File: src/rtl/spwm_demod.sv
// spwm_demod: sine-PWM stream demodulator.
// Measures duty/period per frame and recovers amplitude index and sine phase.
module spwm_demod #(
    parameter int TIMEOUT    = 127,
    parameter int MIN_PERIOD = 8
) (
    input  logic       clk,
    input  logic       rst_n,
    input  logic       pwm_in,
    output logic       sample_valid,
    output logic [6:0] duty_out,
    output logic [6:0] period_out,
    output logic [4:0] amp_idx,
    output logic [5:0] sel_est,
    output logic       stuck,
    output logic       glitch_err
);

    typedef enum logic {
        IDLE,
        ARMED
    } state_t;

    localparam logic [6:0] TO_LAST = 7'(TIMEOUT - 1);
    localparam logic [6:0] MIN_P   = 7'(MIN_PERIOD);
    localparam logic [6:0] CNT_MAX = 7'd127;

    state_t     state;
    state_t     state_nxt;

    logic       s1;
    logic       s2;
    logic       s3;
    logic       rise;
    logic       timeout_hit;

    logic [6:0] period_cnt;
    logic [6:0] high_cnt;
    logic [6:0] period_nxt;
    logic [6:0] high_nxt;

    logic       pub;
    logic       pub_stuck;
    logic       glitch;

    logic       cap_valid;
    logic       cap_stuck;
    logic [6:0] cap_duty;
    logic [6:0] cap_period;

    logic       dir_rise;
    logic       dir_nxt;
    logic [4:0] last_amp;
    logic [4:0] amp_calc;
    logic [5:0] sel_calc;

    // Two-flop synchronizer plus one history flop for edge detection
    always_ff @(posedge clk) begin
        if (!rst_n) begin
            s1 <= 1'b0;
            s2 <= 1'b0;
            s3 <= 1'b0;
        end else begin
            s1 <= pwm_in;
            s2 <= s1;
            s3 <= s2;
        end
    end

    assign rise        = s2 & ~s3;
    assign timeout_hit = (period_cnt >= TO_LAST) & ~rise;

    // Next state, counter update and publish/glitch decision
    always_comb begin
        state_nxt  = state;
        pub        = 1'b0;
        pub_stuck  = 1'b0;
        glitch     = 1'b0;
        period_nxt = period_cnt;
        high_nxt   = high_cnt;
        if (period_cnt != CNT_MAX) begin
            period_nxt = period_cnt + 7'd1;
        end
        if (s2 && (high_cnt != CNT_MAX)) begin
            high_nxt = high_cnt + 7'd1;
        end
        if (rise) begin
            period_nxt = 7'd1;
            high_nxt   = 7'd1;
            if (state == IDLE) begin
                state_nxt = ARMED;
            end else if (period_cnt >= MIN_P) begin
                pub = 1'b1;
            end else begin
                glitch     = 1'b1;
                state_nxt  = IDLE;
                period_nxt = 7'd0;
                high_nxt   = 7'd0;
            end
        end else if (timeout_hit) begin
            pub        = 1'b1;
            pub_stuck  = 1'b1;
            state_nxt  = IDLE;
            period_nxt = 7'd0;
            high_nxt   = 7'd0;
        end
    end

    // Measurement state and capture of the raw sample to publish
    always_ff @(posedge clk) begin
        if (!rst_n) begin
            state      <= IDLE;
            period_cnt <= 7'd0;
            high_cnt   <= 7'd0;
            cap_valid  <= 1'b0;
            cap_stuck  <= 1'b0;
            cap_duty   <= 7'd0;
            cap_period <= 7'd0;
            glitch_err <= 1'b0;
        end else begin
            state      <= state_nxt;
            period_cnt <= period_nxt;
            high_cnt   <= high_nxt;
            cap_valid  <= pub;
            glitch_err <= glitch;
            if (pub) begin
                cap_stuck <= pub_stuck;
                if (pub_stuck) begin
                    cap_duty   <= s2 ? CNT_MAX : 7'd0;
                    cap_period <= 7'd0;
                end else begin
                    cap_duty   <= high_cnt;
                    cap_period <= period_cnt;
                end
            end
        end
    end

    // Nearest amplitude-table index for the captured duty
    always_comb begin
        amp_calc = 5'd18;
        if (cap_duty < 7'd5) begin
            amp_calc = 5'd0;
        end else if (cap_duty < 7'd14) begin
            amp_calc = 5'd1;
        end else if (cap_duty < 7'd22) begin
            amp_calc = 5'd2;
        end else if (cap_duty < 7'd31) begin
            amp_calc = 5'd3;
        end else if (cap_duty < 7'd39) begin
            amp_calc = 5'd4;
        end else if (cap_duty < 7'd47) begin
            amp_calc = 5'd5;
        end else if (cap_duty < 7'd54) begin
            amp_calc = 5'd6;
        end else if (cap_duty < 7'd61) begin
            amp_calc = 5'd7;
        end else if (cap_duty < 7'd68) begin
            amp_calc = 5'd8;
        end else if (cap_duty < 7'd75) begin
            amp_calc = 5'd9;
        end else if (cap_duty < 7'd80) begin
            amp_calc = 5'd10;
        end else if (cap_duty < 7'd85) begin
            amp_calc = 5'd11;
        end else if (cap_duty < 7'd89) begin
            amp_calc = 5'd12;
        end else if (cap_duty < 7'd92) begin
            amp_calc = 5'd13;
        end else if (cap_duty < 7'd95) begin
            amp_calc = 5'd14;
        end else if (cap_duty < 7'd97) begin
            amp_calc = 5'd15;
        end else if (cap_duty < 7'd98) begin
            amp_calc = 5'd16;
        end else if (cap_duty < 7'd99) begin
            amp_calc = 5'd17;
        end
    end

    // Slope direction and phase estimate from amplitude trend
    always_comb begin
        dir_nxt = dir_rise;
        if (amp_calc == 5'd0) begin
            dir_nxt = 1'b1;
        end else if (amp_calc > last_amp) begin
            dir_nxt = 1'b1;
        end else if (amp_calc < last_amp) begin
            dir_nxt = 1'b0;
        end
        if (dir_nxt) begin
            sel_calc = {1'b0, amp_calc};
        end else begin
            sel_calc = 6'd36 - {1'b0, amp_calc};
        end
    end

    // Output register stage; all sample fields change with sample_valid
    always_ff @(posedge clk) begin
        if (!rst_n) begin
            sample_valid <= 1'b0;
            duty_out     <= 7'd0;
            period_out   <= 7'd0;
            amp_idx      <= 5'd0;
            sel_est      <= 6'd0;
            stuck        <= 1'b0;
            dir_rise     <= 1'b1;
            last_amp     <= 5'd0;
        end else begin
            sample_valid <= cap_valid;
            if (cap_valid) begin
                duty_out   <= cap_duty;
                period_out <= cap_period;
                amp_idx    <= amp_calc;
                sel_est    <= sel_calc;
                stuck      <= cap_stuck;
                dir_rise   <= dir_nxt;
                last_amp   <= amp_calc;
            end
        end
    end

endmodule

File: config.mk
export PLATFORM = sky130hd
export DESIGN_NAME = spwm_demod
export DESIGN_NICKNAME = d
export VERILOG_FILES = /design/src/rtl/spwm_demod.sv
export SDC_FILE = /design/constraint.sdc
export NUM_CORES = 1
export LEC_CHECK = 0
export ABC_CLOCK_PERIOD_IN_PS = 2870
export CAP_MARGIN = 0
export CORE_MARGIN = 2
export CORE_UTILIZATION = 47
export DETAILED_ROUTE_END_ITERATION = 10
export PLACE_DENSITY = 0.7
export SYNTH_ARGS = -nofsm -noshare
export SYNTH_HDL_FRONTEND = slang
export SYNTH_SLANG_ARGS = --single-unit
File: constraint.sdc
create_clock -name clk -period 2.87 [get_ports clk]
set_clock_uncertainty 0.05 [all_clocks]
set_input_delay 0.574 -clock clk [delete_from_list [all_inputs] [get_ports clk]]
set_output_delay 0.574 -clock clk [all_outputs]
set_load 0.02 [all_outputs]
# Yosys cells after proc, flatten, opt, wreduce, memory -nomap -nowiden
# Cells that the tools add are included.
# Widths: inputs -> output; s select.
[word_totals]
latch_bits = 0
inputBits = 3
rom_bits = 0
memories = 0
output_inout_bits = 28
ram_bits = 0
ff_bits = 63
[classes]
shift = 0
multipliers = 0
reduce_logical = 6
n_div = 0
n_eq_ne = 2
magnitude_cmp = 22
mux = 42
addsub = 3
n_bitwise = 4
[ops]
columns = ["operator", "count"]
rows = [
  ["$mux 5", 16],
  ["$lt 7x7->1 const B", 10],
  ["$mux 7", 9],
  ["$lt 7x6->1 const B", 4],
  ["$add 7x1->7 const B", 2],
  ["$lt 7x5->1 const B", 2],
  ["$mux 1", 14],
  ["$ne 7x7->1 const B", 2],
  ["$ge 7x4->1 const B", 1],
  ["$ge 7x7->1 const B", 1],
  ["$lt 7x3->1 const B", 1],
  ["$lt 7x4->1 const B", 1],
  ["$mux 6", 1],
  ["$reduce_bool 3->1", 2],
  ["$sub 6x5->6 const A", 1],
  ["$gt 5x5->1", 1],
  ["$logic_not 5->1", 1],
  ["$lt 5x5->1", 1],
  ["$mux 2", 2],
  ["$reduce_and 3->1", 1],
  ["$and 1x1->1", 2],
  ["$not 1->1", 2],
  ["$reduce_bool 2->1", 1],
  ["$logic_and 1x1->1", 1],
]

# Depth between registers and ports, before layout
[logic_depth]
ltp_word = 24
ltp_mapped = 15

# Least setup slack after synthesis
# No wires, ideal clock.
[synth_path]
path_kind = "register to register"
startpoint = "reg cap_duty[3]"
endpoint = "reg sel_est[1]"
setup_slack_ps = 181
synth_period_minus_slack_ps = 2689
t_required_ps = 2689
t_arrival_ps = 2508
setup_time_ps = 131
stages_incl_launch_ff = 15
path_cell_list = "dfxtp_1 > buf_6 > clkbuf_1 > nor2_1 > o311ai_0 > a31oi_2 > nor2_1 > ha_1 > nor2b_1 > o21a_1 > o21ai_0 > a21oi_1 > a31oi_1 > mux2i_1 > a21oi_1"
[synth_between]
elab_chain_cells = 24
[synth_lines]
columns = ["element", "line_no", "text"]
rows = [
  ["start: declaration", "48", "logic [6:0] cap_duty;"],
  ["start signal: assignment", "129", "cap_duty <= s2 ? CNT_MAX : 7'd0;"],
  ["start signal: assignment", "132", "cap_duty <= high_cnt;"],
  ["$lt 7x7->1", "176", "end else if (cap_duty < 7'd99) begin"],
  ["$mux 2", "176", ""],
  ["$mux 2", "174", "end else if (cap_duty < 7'd98) begin"],
  ["$mux 5", "172", "end else if (cap_duty < 7'd97) begin"],
  ["$mux 5", "170", "end else if (cap_duty < 7'd95) begin"],
  ["$mux 5", "168", "end else if (cap_duty < 7'd92) begin"],
  ["$mux 5", "166", "end else if (cap_duty < 7'd89) begin"],
  ["$mux 5", "164", "end else if (cap_duty < 7'd85) begin"],
  ["(+8 left out)", "--", ""],
  ["$mux 5", "146", "end else if (cap_duty < 7'd22) begin"],
  ["$mux 5", "144", "end else if (cap_duty < 7'd14) begin"],
  ["$mux 5 *", "142", "if (cap_duty < 7'd5) begin"],
  ["$lt 5x5->1", "188", "end else if (amp_calc < last_amp) begin"],
  ["$mux 1", "188", ""],
  ["$mux 1", "186", "end else if (amp_calc > last_amp) begin"],
  ["$mux 1", "184", "if (amp_calc == 5'd0) begin"],
  ["$mux 6 *", "191", "if (dir_nxt) begin"],
  ["end signal: assignment", "215", "sel_est <= sel_calc;"],
  ["end: declaration", "14", "output logic [5:0] sel_est,"],
]
# Mark *: on every way between the ends. The rest lies on a longest branch, timed or not.
# A chain may end at the register's enable or synchronous reset.

# Worst setup path in the final report
[layout_path]
startpoint = "reg cap_duty[4]"
endpoint = "reg sel_est[3]"
# The elaborated chain is that of the path after synthesis.

==> results.toml <==
[floorplan]
core_um2 = 6350
rows = 29
start_util_pct = 48.6
die_x_um = 85.0
die-area_um2 = 7230
die_h_um = 85.0
ioPinCount = 31

[logic_synthesis]
synth_area_per_cell_um2 = 8.29
synth_edf_count = 0
synth_cells = 372
yosysWarnings = 0
synth_area_um2 = 3090
synth_cell_types = 53
synth_flop_cell = "dfxtp_1"
seq_area_frac_synth_pct = 40.2
syn_nets = 384
async_flop_share_pct = 0
yosys_register_bits = 62

[power_and_ir_drop]
power_w = 0.00185
p_per_area_nw_per_um2 = 454
peakVddDrop_mv = 0.358
leakage_nw = 1.49

[cells_and_area]
final_net_count = 441
final_core_util_pct = 64.2
areaGrowthSynthToFinish_pct = 32.2
antenna_cells = 0
drive_gt1_share_pct = 20.3

[grt]
grt_pass1_wl_mm = 12.7
grt_use_total_pct = 21.7
grt_pass1_vias = 2677
grt.overflow.total = 0
antenna_found_initial = 0
grt_max_degree = 20

[sta]
rsz0062_at_grt = "true"
fin_crit_sh_pct = 98.7
post-route-min-period_ns = 2.83
worst_pin_slew_ns = 0.671
slew_viol_final = 0
max_slew_margin_pct = 54.9
setup_violations = 0
clock.fmax_ghz = 0.353
hold_viol = 0

[status]
run_status = "completed"

[clock_tree]
htreeDepth = 3
insertion_delay_ns = 0.33
cts_buffer_depth = 2
hold_buffers = 0
numCtsBuffers = 9
cts_root_buf = "clkbuf_8"
path_clk_slew_ns = 0.07
cts_tree = "yes"
clock_sinks = 62

[critical_path]
path_delay_family = "compound AO/OA/AOI/OAI gates"
worst-path-buf-inv = 3
path_cells = "buf_6 -> buf_6 -> nor2_4 -> nor4_2 -> o311ai_1 -> a31oi_2 -> nor2_2 -> ha_2 -> nor2b_4 -> o21a_1 -> o21ai_2 -> a21oi_2 -> buf_4 -> o311a_1 -> nor3_2"
slowest_stage = "o311ai_1"
r2r_start = "cap_duty[4]"
critPathArrivalTime_ns = 3.05
required_ns = 3.08
path_max_fanout = 8
cp-end-kind = "register"
crit_start = "cap_duty[4]"
cpMostUsedCell = "buf_6"
slowest_delay_ns = 0.37
crit_type = "register to register"
startpoint_type = "register"

[worst_hold_path]
holdCritPathClass = "register to register"
min-delay-start = "cap_stuck"

[drt]
first_pass_iters = 4
vias = 2827
routedWlPerCell_um = 14.9
ant_nets = 0
avgViaCountPerCell = 5.53
finalWirelength_mm = 7.62
drt_iter0_markers = 173
route.detailed.drc = 0

[placement]
gp_congestion = 0.924
place_hpwl_mm = 5.36
portBuffers = 30

[flow_run]
maxCapViolations = 0
==> flip-flops by register name, summed over array words and instances (netlist names) <==
name and flops:
cap_duty 7, cap_period 7, cap_stuck 1, cap_valid 1, dir_rise 1, duty_out 7, glitch_err 1, high_cnt 7
last_amp 4, period_cnt 7, period_out 7, s1 1, s2 1, s3 1, sample_valid 1, sel_est 6
state 1, stuck 1
==> stage by stage <==
| stage | cells | setup WS, ns | setup TNS, ns | hold WS, ns | cell area (um^2) |
|---|---|---|---|---|---|
| global route | 511 | -0.101 | -0.215 | 0.427 | 4080 |
| global placement | 485 | -0.0830 | -0.163 | 0.373 | 3620 |
| detailed placement | 485 | -0.0804 | -0.166 | 0.391 | 3620 |
| floorplan | 372 | 0.181 | 0 | 0.362 | 3090 |
| CTS | 501 | 0.0274 | 0 | 0.400 | 3890 |
| finish | 511 | 0.0375 | 0 | 0.396 | 4080 |
==> cell type report <==
type | count | area [um^2]
multi-input combinational | 267 | 1750
inverter | 15 | 56.3
tap | 77 | 96.3
timing repair buffer | 74 | 667
clock inverter | 2 | 60.1
sequential | 62 | 1260
fill | 538 | 2270
clock buffer | 14 | 193
==> cell families after synthesis <==
family	count (synthesis)	synth area share (%)
flops	62	40.2
buf+inv	43	5.92
compound gates	89	18.6
simple gates	143	23.4
mux	19	6.16
xor+xnor	6	1.70
fa+ha+maj	10	3.97
==> Yosys cell counts (all sizes together), types with 3 or more instances <==
cell    number  area, um^2
a211oi       4        30.0
a21boi       4        30.0
a21oi       23         119
a22oi        4        30.0
a31oi       14        93.8
and2         6        37.5
and3         3        18.8
and4         3        26.3
buf         13        70.1
clkbuf      15        56.3
dfxtp       62        1240
ha           9         113
inv         15        56.3
mux2i       19         190
nand2       37         139
nand2b       5        31.3
nand3       13        65.1
nand4        3        18.8
nor2        31         116
nor2b       27         169
nor3         5        25.0
nor4         3        18.8
o21ai       17        85.1
o22ai        4        25.0
o311ai       3        26.3
o31ai        3        22.5
xor2         5        43.8
==> tightest hold or removal path, stage by stage (launching register included) <==
cell,delay (ns)
dfxtp_1,0.31
inv_1,0.05
a21oi_1,0.05
==> timing repair <==
| item | 4_1_cts | 5_1_grt |
|---|---|---|
| gates resized for setup | 8 | 28 |
| setup endpoints to repair | 6 | 6 |
| pin swaps | 0 | 3 |
| setup buffers | 0 | 10 |
==> power by group <==
part | internal [W] | total [W] | switching (W) | leakage [nW]
logic | 0.0000191 | 0.0000428 | 0.0000237 | 0.857
registers | 0.000864 | 0.000874 | 0.0000102 | 0.505
clock network | 0.000608 | 0.000933 | 0.000325 | 0.129
==> metal layers <==
metal / up-vias / GRT usage (%) / routed length, um
met4: 0 / 7.65 / 48
li1: 1416 / - / -
met1: 1346 / 28.8 / 3620
met3: 6 / 4.57 / 266
met5: - / 0 / 0
met2: 59 / 35.1 / 3690
==> cells in the final DEF (no fill, tap or decap), types with 3 or more instances in the layout <==
cell type and count:
buf_4 39, clkdlybuf4s50_1 30, nor2b_1 25, and4_1 3, o21ai_1 3, ha_1 8
and2_1 5, a31oi_1 12, xor2_1 5, a211oi_1 3, a21oi_2 3, nand4_1 3
nor2_1 28, o311ai_1 3, o31ai_1 3, inv_1 14, nand2_1 37, mux2i_1 19
buf_6 3, dfxtp_1 56, a21oi_1 20, nand2b_1 4, o21ai_0 13, a21boi_0 3
o22ai_1 3, a22oi_1 4, dfxtp_4 4, clkbuf_8 14, nor3_1 4, nand3_1 13
==> worst paths after layout <==
| kind | to | slack, ns | depth (start not counted) |
|---|---|---|---|
| max reg2reg | sel_est[3] | 0.04 | 15 |
| min | cap_stuck | 0.40 | 2 |
| max | sel_est[3] | 0.04 | 15 |
| min reg2reg | cap_stuck | 0.40 | 2 |
(Power assumes the default switching activity.)
